`src/rtl/sha256_pkg.sv`:
```
// Shared SHA-256 constants, FSM state type and the round/schedule mixing functions.
package sha256_pkg;

  localparam int unsigned WORD_W   = 32;
  localparam int unsigned BLOCK_W  = 512;
  localparam int unsigned DIGEST_W = 256;
  localparam int unsigned N_WORDS  = 16;
  localparam int unsigned N_STATE  = 8;
  localparam int unsigned N_ROUNDS = 64;
  localparam int unsigned CNT_W    = 6;

  typedef enum logic [1:0] {
    IDLE  = 2'd0,
    ROUND = 2'd1,
    FINAL = 2'd2
  } state_t;

  localparam logic [WORD_W-1:0] K [N_ROUNDS] = '{
    32'h428a2f98, 32'h71374491, 32'hb5c0fbcf, 32'he9b5dba5,
    32'h3956c25b, 32'h59f111f1, 32'h923f82a4, 32'hab1c5ed5,
    32'hd807aa98, 32'h12835b01, 32'h243185be, 32'h550c7dc3,
    32'h72be5d74, 32'h80deb1fe, 32'h9bdc06a7, 32'hc19bf174,
    32'he49b69c1, 32'hefbe4786, 32'h0fc19dc6, 32'h240ca1cc,
    32'h2de92c6f, 32'h4a7484aa, 32'h5cb0a9dc, 32'h76f988da,
    32'h983e5152, 32'ha831c66d, 32'hb00327c8, 32'hbf597fc7,
    32'hc6e00bf3, 32'hd5a79147, 32'h06ca6351, 32'h14292967,
    32'h27b70a85, 32'h2e1b2138, 32'h4d2c6dfc, 32'h53380d13,
    32'h650a7354, 32'h766a0abb, 32'h81c2c92e, 32'h92722c85,
    32'ha2bfe8a1, 32'ha81a664b, 32'hc24b8b70, 32'hc76c51a3,
    32'hd192e819, 32'hd6990624, 32'hf40e3585, 32'h106aa070,
    32'h19a4c116, 32'h1e376c08, 32'h2748774c, 32'h34b0bcb5,
    32'h391c0cb3, 32'h4ed8aa4a, 32'h5b9cca4f, 32'h682e6ff3,
    32'h748f82ee, 32'h78a5636f, 32'h84c87814, 32'h8cc70208,
    32'h90befffa, 32'ha4506ceb, 32'hbef9a3f7, 32'hc67178f2
  };

  localparam logic [WORD_W-1:0] IV [N_STATE] = '{
    32'h6a09e667, 32'hbb67ae85, 32'h3c6ef372, 32'ha54ff53a,
    32'h510e527f, 32'h9b05688c, 32'h1f83d9ab, 32'h5be0cd19
  };

  function automatic logic [WORD_W-1:0] rotr32(input logic [WORD_W-1:0] x, input int unsigned n);
    return (x >> n) | (x << (WORD_W - n));
  endfunction

  function automatic logic [WORD_W-1:0] big_sigma0(input logic [WORD_W-1:0] x);
    return rotr32(x, 2) ^ rotr32(x, 13) ^ rotr32(x, 22);
  endfunction

  function automatic logic [WORD_W-1:0] big_sigma1(input logic [WORD_W-1:0] x);
    return rotr32(x, 6) ^ rotr32(x, 11) ^ rotr32(x, 25);
  endfunction

  function automatic logic [WORD_W-1:0] small_sigma0(input logic [WORD_W-1:0] x);
    return rotr32(x, 7) ^ rotr32(x, 18) ^ (x >> 3);
  endfunction

  function automatic logic [WORD_W-1:0] small_sigma1(input logic [WORD_W-1:0] x);
    return rotr32(x, 17) ^ rotr32(x, 19) ^ (x >> 10);
  endfunction

  function automatic logic [WORD_W-1:0] ch(input logic [WORD_W-1:0] x, input logic [WORD_W-1:0] y,
                                           input logic [WORD_W-1:0] z);
    return (x & y) ^ (~x & z);
  endfunction

  function automatic logic [WORD_W-1:0] maj(input logic [WORD_W-1:0] x, input logic [WORD_W-1:0] y,
                                            input logic [WORD_W-1:0] z);
    return (x & y) ^ (x & z) ^ (y & z);
  endfunction

endpackage

```
`src/rtl/sha256_msg_sched.sv`:
```
// 16-word sliding message schedule window; w_out is the word for the current round.
module sha256_msg_sched
  import sha256_pkg::*;
(
  input  logic               clk,
  input  logic               rst_n,
  input  logic               load,
  input  logic               advance,
  input  logic [BLOCK_W-1:0] block,
  output logic [WORD_W-1:0]  w_out
);

  logic [WORD_W-1:0] w [N_WORDS];
  logic [WORD_W-1:0] w_new;

  assign w_new = small_sigma1(w[14]) + w[9] + small_sigma0(w[1]) + w[0];
  assign w_out = w[0];

  always_ff @(posedge clk or negedge rst_n) begin
    if (!rst_n) begin
      for (int i = 0; i < N_WORDS; i++) w[i] <= '0;
    end else if (load) begin
      for (int i = 0; i < N_WORDS; i++) w[i] <= block[BLOCK_W-1-WORD_W*i -: WORD_W];
    end else if (advance) begin
      for (int i = 0; i < N_WORDS-1; i++) w[i] <= w[i+1];
      w[N_WORDS-1] <= w_new;
    end
  end

endmodule

```
`src/rtl/sha256_round_engine.sv`:
```
// Iterative SHA-256 compression: one round per clock, chaining add at the end.
module sha256_round_engine
  import sha256_pkg::*;
(
  input  logic                clk,
  input  logic                rst_n,
  input  logic                start,
  input  logic [BLOCK_W-1:0]  block_in,
  input  logic [DIGEST_W-1:0] hash_in,
  output logic                busy,
  output logic                done,
  output logic [DIGEST_W-1:0] digest_out
);

  state_t            state, state_next;
  logic              busy_next, done_next, load, advance;
  logic [CNT_W-1:0]  cnt;
  logic [WORD_W-1:0] wv [N_STATE];
  logic [WORD_W-1:0] hv [N_STATE];
  logic [WORD_W-1:0] w_cur, t1, t2;

  sha256_msg_sched u_sched (
    .clk     (clk),
    .rst_n   (rst_n),
    .load    (load),
    .advance (advance),
    .block   (block_in),
    .w_out   (w_cur)
  );

  always_ff @(posedge clk or negedge rst_n) begin
    if (!rst_n) begin
      state <= IDLE;
      busy  <= 1'b0;
      done  <= 1'b0;
    end else begin
      state <= state_next;
      busy  <= busy_next;
      done  <= done_next;
    end
  end

  always_comb begin
    state_next = state;
    done_next  = 1'b0;
    load       = 1'b0;
    advance    = 1'b0;
    case (state)
      IDLE: begin
        if (start) begin
          load       = 1'b1;
          state_next = ROUND;
        end
      end
      ROUND: begin
        advance = 1'b1;
        if (cnt == CNT_W'(N_ROUNDS - 1)) state_next = FINAL;
      end
      FINAL: begin
        done_next  = 1'b1;
        state_next = IDLE;
      end
      default: state_next = IDLE;
    endcase
    busy_next = (state_next != IDLE);
  end

  assign t1 = wv[7] + big_sigma1(wv[4]) + ch(wv[4], wv[5], wv[6]) + K[cnt] + w_cur;
  assign t2 = big_sigma0(wv[0]) + maj(wv[0], wv[1], wv[2]);

  // wv[0..7] hold a..h; hv holds the chaining value for the final add
  always_ff @(posedge clk or negedge rst_n) begin
    if (!rst_n) begin
      cnt        <= '0;
      digest_out <= '0;
      for (int i = 0; i < N_STATE; i++) begin
        wv[i] <= '0;
        hv[i] <= '0;
      end
    end else begin
      case (state)
        IDLE: begin
          if (load) begin
            cnt <= '0;
            for (int i = 0; i < N_STATE; i++) begin
              hv[i] <= hash_in[DIGEST_W-1-WORD_W*i -: WORD_W];
              wv[i] <= hash_in[DIGEST_W-1-WORD_W*i -: WORD_W];
            end
          end
        end
        ROUND: begin
          wv[0] <= t1 + t2;
          wv[1] <= wv[0];
          wv[2] <= wv[1];
          wv[3] <= wv[2];
          wv[4] <= wv[3] + t1;
          wv[5] <= wv[4];
          wv[6] <= wv[5];
          wv[7] <= wv[6];
          cnt   <= cnt + CNT_W'(1);
        end
        FINAL: begin
          for (int i = 0; i < N_STATE; i++)
            digest_out[DIGEST_W-1-WORD_W*i -: WORD_W] <= hv[i] + wv[i];
        end
        default: ;
      endcase
    end
  end

endmodule

```
`config.mk`:
```
export PLATFORM = sky130hd
export DESIGN_NAME = sha256_round_engine
export DESIGN_NICKNAME = d
export VERILOG_FILES = /design/src/rtl/sha256_pkg.sv /design/src/rtl/sha256_msg_sched.sv /design/src/rtl/sha256_round_engine.sv
export SDC_FILE = /design/constraint.sdc
export NUM_CORES = 2
export LEC_CHECK = 0
export CORE_MARGIN = 3
export CORE_UTILIZATION = 53
export DETAILED_ROUTE_END_ITERATION = 10
export PLACE_DENSITY = 0.74
export SETUP_SLACK_MARGIN = 0.3
export SYNTH_ARGS = -nofsm -noshare
export SYNTH_HDL_FRONTEND = slang
export SYNTH_SLANG_ARGS = --single-unit
```
`constraint.sdc`:
```
create_clock -name clk -period 10.1 [get_ports clk]
set_input_delay 2.02 -clock clk [delete_from_list [all_inputs] [get_ports clk]]
set_output_delay 2.02 -clock clk [all_outputs]
set_load 0.02 [all_outputs]
```
==> impl_metrics.yaml <==
final_layout:
  multi_input_area_mm2: 0.04462
  nets: 11300
  fillers: 12510
  syn_to_final_growth_pct: 20.48
  seqCellArea_mm2: 0.03229
  drive_gt1_share_pct: 4.365
timing:
  hold_violations: 0
  fmax_mhz: 108.6
  setup_viol: 0
  period_share_pct: 91.16
  tightest_slew_ns: 1.230
  rsz0062_at_grt: "false"
  period_minus_slack_ns: 9.207
  maxSlewHeadroom_pct: 18.00
  fin_worst_skew_ns: 0.04945
  slew_viol_final: 0
  tns_ns: 0
worst_setup_path:
  start_kind: "register"
  path_class: "reg2reg"
  cp.required_ns: 10.73
  cp.arrival_ns: 9.84
  cp_max_fo: 13
  critPathCaptureType: "register"
  max_stage_delay_ns: 0.62
  crit_slowest_cell: "fa_1"
yosys:
  ys_seq_elements: 1290
  synth_compound_area_share_pct: 21.84
  synth-xor-area-share_pct: 5.835
  syn_area_per_cell_um2: 8.663
  synth_top_area_cell: "dfrtp_1"
  synthAdderAreaFrac_pct: 10.98
  yosysSeqAreaShare_pct: 40.05
  syn_inst: 9305
  synth_area_mm2: 0.08061
  synth_area_leaders: "dfrtp_1 (40%), nand2_1 (9.8%), ha_1 (6.1%), o21ai_0 (5.4%), fa_1 (4.8%)"
  async_flop_share_pct: 100.0
  synth_edf_count: 0
  synth_nets: 10660
  yosysWarningCount: 0
  ys.flop_type: "dfrtp_1"
  muxShareOfSynthArea_pct: 0.8226
  synth_cell_type_count: 92
  synth_top_cell_area_share_pct: 40.05
  synth_top_family_by_area: "compound AO/OA/AOI/OAI gates"
  yosys.area_share.simple_pct: 15.82
hold_path:
  hp-class: "reg2reg"
drt:
  drc: 0
  via_per_inst: 6.272
  drt_iter0_drc: 9294
  drtAntennaViolNets: 0
  wl_per_cell_um: 27.71
  totalWireLength_mm: 335.8
  first_pass_iters: 6
  route.vias.total: 76020
global_routing:
  grt_max_degree: 240
  grt_pass1_vias: 73020
  antenna_found_initial: 63
  grt_use_total_pct: 41.60
  grt_pass1_wl_mm: 485.2
  overflow: 0
clocking:
  h-tree-depth: 4
  clkTransAtPathRegs_ns: 0.08
  post_cts_buffers: 0
  cts_sinks: 1290
  ctsResizeCount: 0
  cts_hold_buffers: 0
  cts_buffers: 142
  cts_tree: "yes"
  ctsLongestPathBuffers: 3
  clock_latency_ns: 0.81
  cts_root_buffer: "clkbuf_16"
run_status:
  status: "completed"
floorplanning:
  fp.dieH_um: 396.0
  rows: 142
  die_x_um: 396.0
  ios: 1029
  core_area_mm2: 0.1505
  die-area_mm2: 0.1568
  start_util_pct: 53.57
placement:
  io_buffers: 1028
  place_congestion: 1.007
  hpwl_mm: 255.9
job:
  max_cap_viol_count: 0
[cells by family after synthesis]
| logic type | Yosys count |
|---|---|
| flops | 1290 |
| fa+ha+maj | 591 |
| buf+inv | 1001 |
| compound gates | 2771 |
| xor+xnor | 533 |
| mux | 53 |
| simple gates | 3066 |
[final timing paths]
kind                                      start              end  slack (ns)  depth (start not counted)
worst max-delay path                     cnt[1]          wv[255]        0.89                         33
worst min-delay path            digest_out[227]  digest_out[227]        0.47                          2
worst max register to register           cnt[1]          wv[255]        0.89                         33
worst min register to register  digest_out[227]  digest_out[227]        0.47                          2
max in group asynchronous                 rst_n          hv[224]        6.60                          3
min in group asynchronous                 rst_n   digest_out[71]        1.21                          1
[per-stage QoR]
step / util [%] / setup slack (ns) / hold WS, ns / instance area, um2 / instances
after floorplan: - / 2.118 / 0.4497 / 80610 / 9305
after global placement: 61.19 / 1.298 / 0.4591 / 92090 / 11820
after detailed placement: 61.19 / 1.163 / 0.4591 / 92090 / 11820
after CTS: 64.46 / 1.076 / 0.4711 / 97000 / 12070
after global routing: 64.52 / 0.5237 / 0.4851 / 97090 / 12110
final: 64.54 / 0.8931 / 0.4728 / 97120 / 12120
[worst max-delay path, delay by kind of cell, from the launching register on]
family | cells | cell delay [ns]
buffers and inverters | 6 | 0.73
flip-flops | 1 | 0.40
adder cells (fa/ha/maj) | 6 | 2.67
AO/OA/AOI/OAI | 16 | 3.66
AND/OR/NAND/NOR | 3 | 1.02
XOR/XNOR | 2 | 0.51
[layout by cell type, fill, tap and decap left out, types with 88 or more instances in the layout]
cell type and instances:
ha_1 393, xnor2_1 345, inv_1 355, o21ai_0 865, clkdlybuf4s50_1 1027, a21oi_1 395
a31oi_1 229, buf_4 98, nand2_1 2094, dfrtp_1 1285, clkbuf_16 146, nor2_1 459
xor2_1 185, a21o_1 184, a22oi_1 504, nor3_1 88, fa_1 195
[cell usage after synthesis (56+ instances only)]
cell type	n
a211oi_1	71
nand3_1	78
o211ai_1	70
nor2_1	461
nand2b_1	56
o21ai_0	865
a22oi_1	504
clkbuf_1	597
inv_1	356
ha_1	393
nand2_1	2095
a21oi_1	395
xnor2_1	345
o31ai_1	63
a31oi_1	229
o21ai_1	79
a21o_1	184
dfrtp_1	1290
xor2_1	185
nor3_1	88
fa_1	195
[registers in the layout, indices dropped and copies added (netlist names)]
name,count
u_sched.w_out,32
busy,1
u_sched.w,480
cnt,6
wv,256
digest_out,256
hv,256
state,2
done,1
[cell type report]
class,count,area share [%]
clock inverters,56,0.8426
diodes,46,0.1185
multi-input cells,7014,45.94
flip-flops and latches,1290,33.25
inverters,358,1.391
repair buffers,1139,11.64
clock buffers,200,4.218
well taps,2016,2.597
[layer usage]
metal | vias up | share of wire [%] | track usage, %
met5 | - | 0.035 | 0
met4 | 18 | 8.5 | 29.42
met3 | 1037 | 9.5 | 9.012
met2 | 4337 | 45 | 64.76
met1 | 37020 | 37 | 51.55
li1 | 33610 | - | -
Power is not shown: default switching activity piles up to over one toggle a cycle in this logic, so the estimate is an artifact.
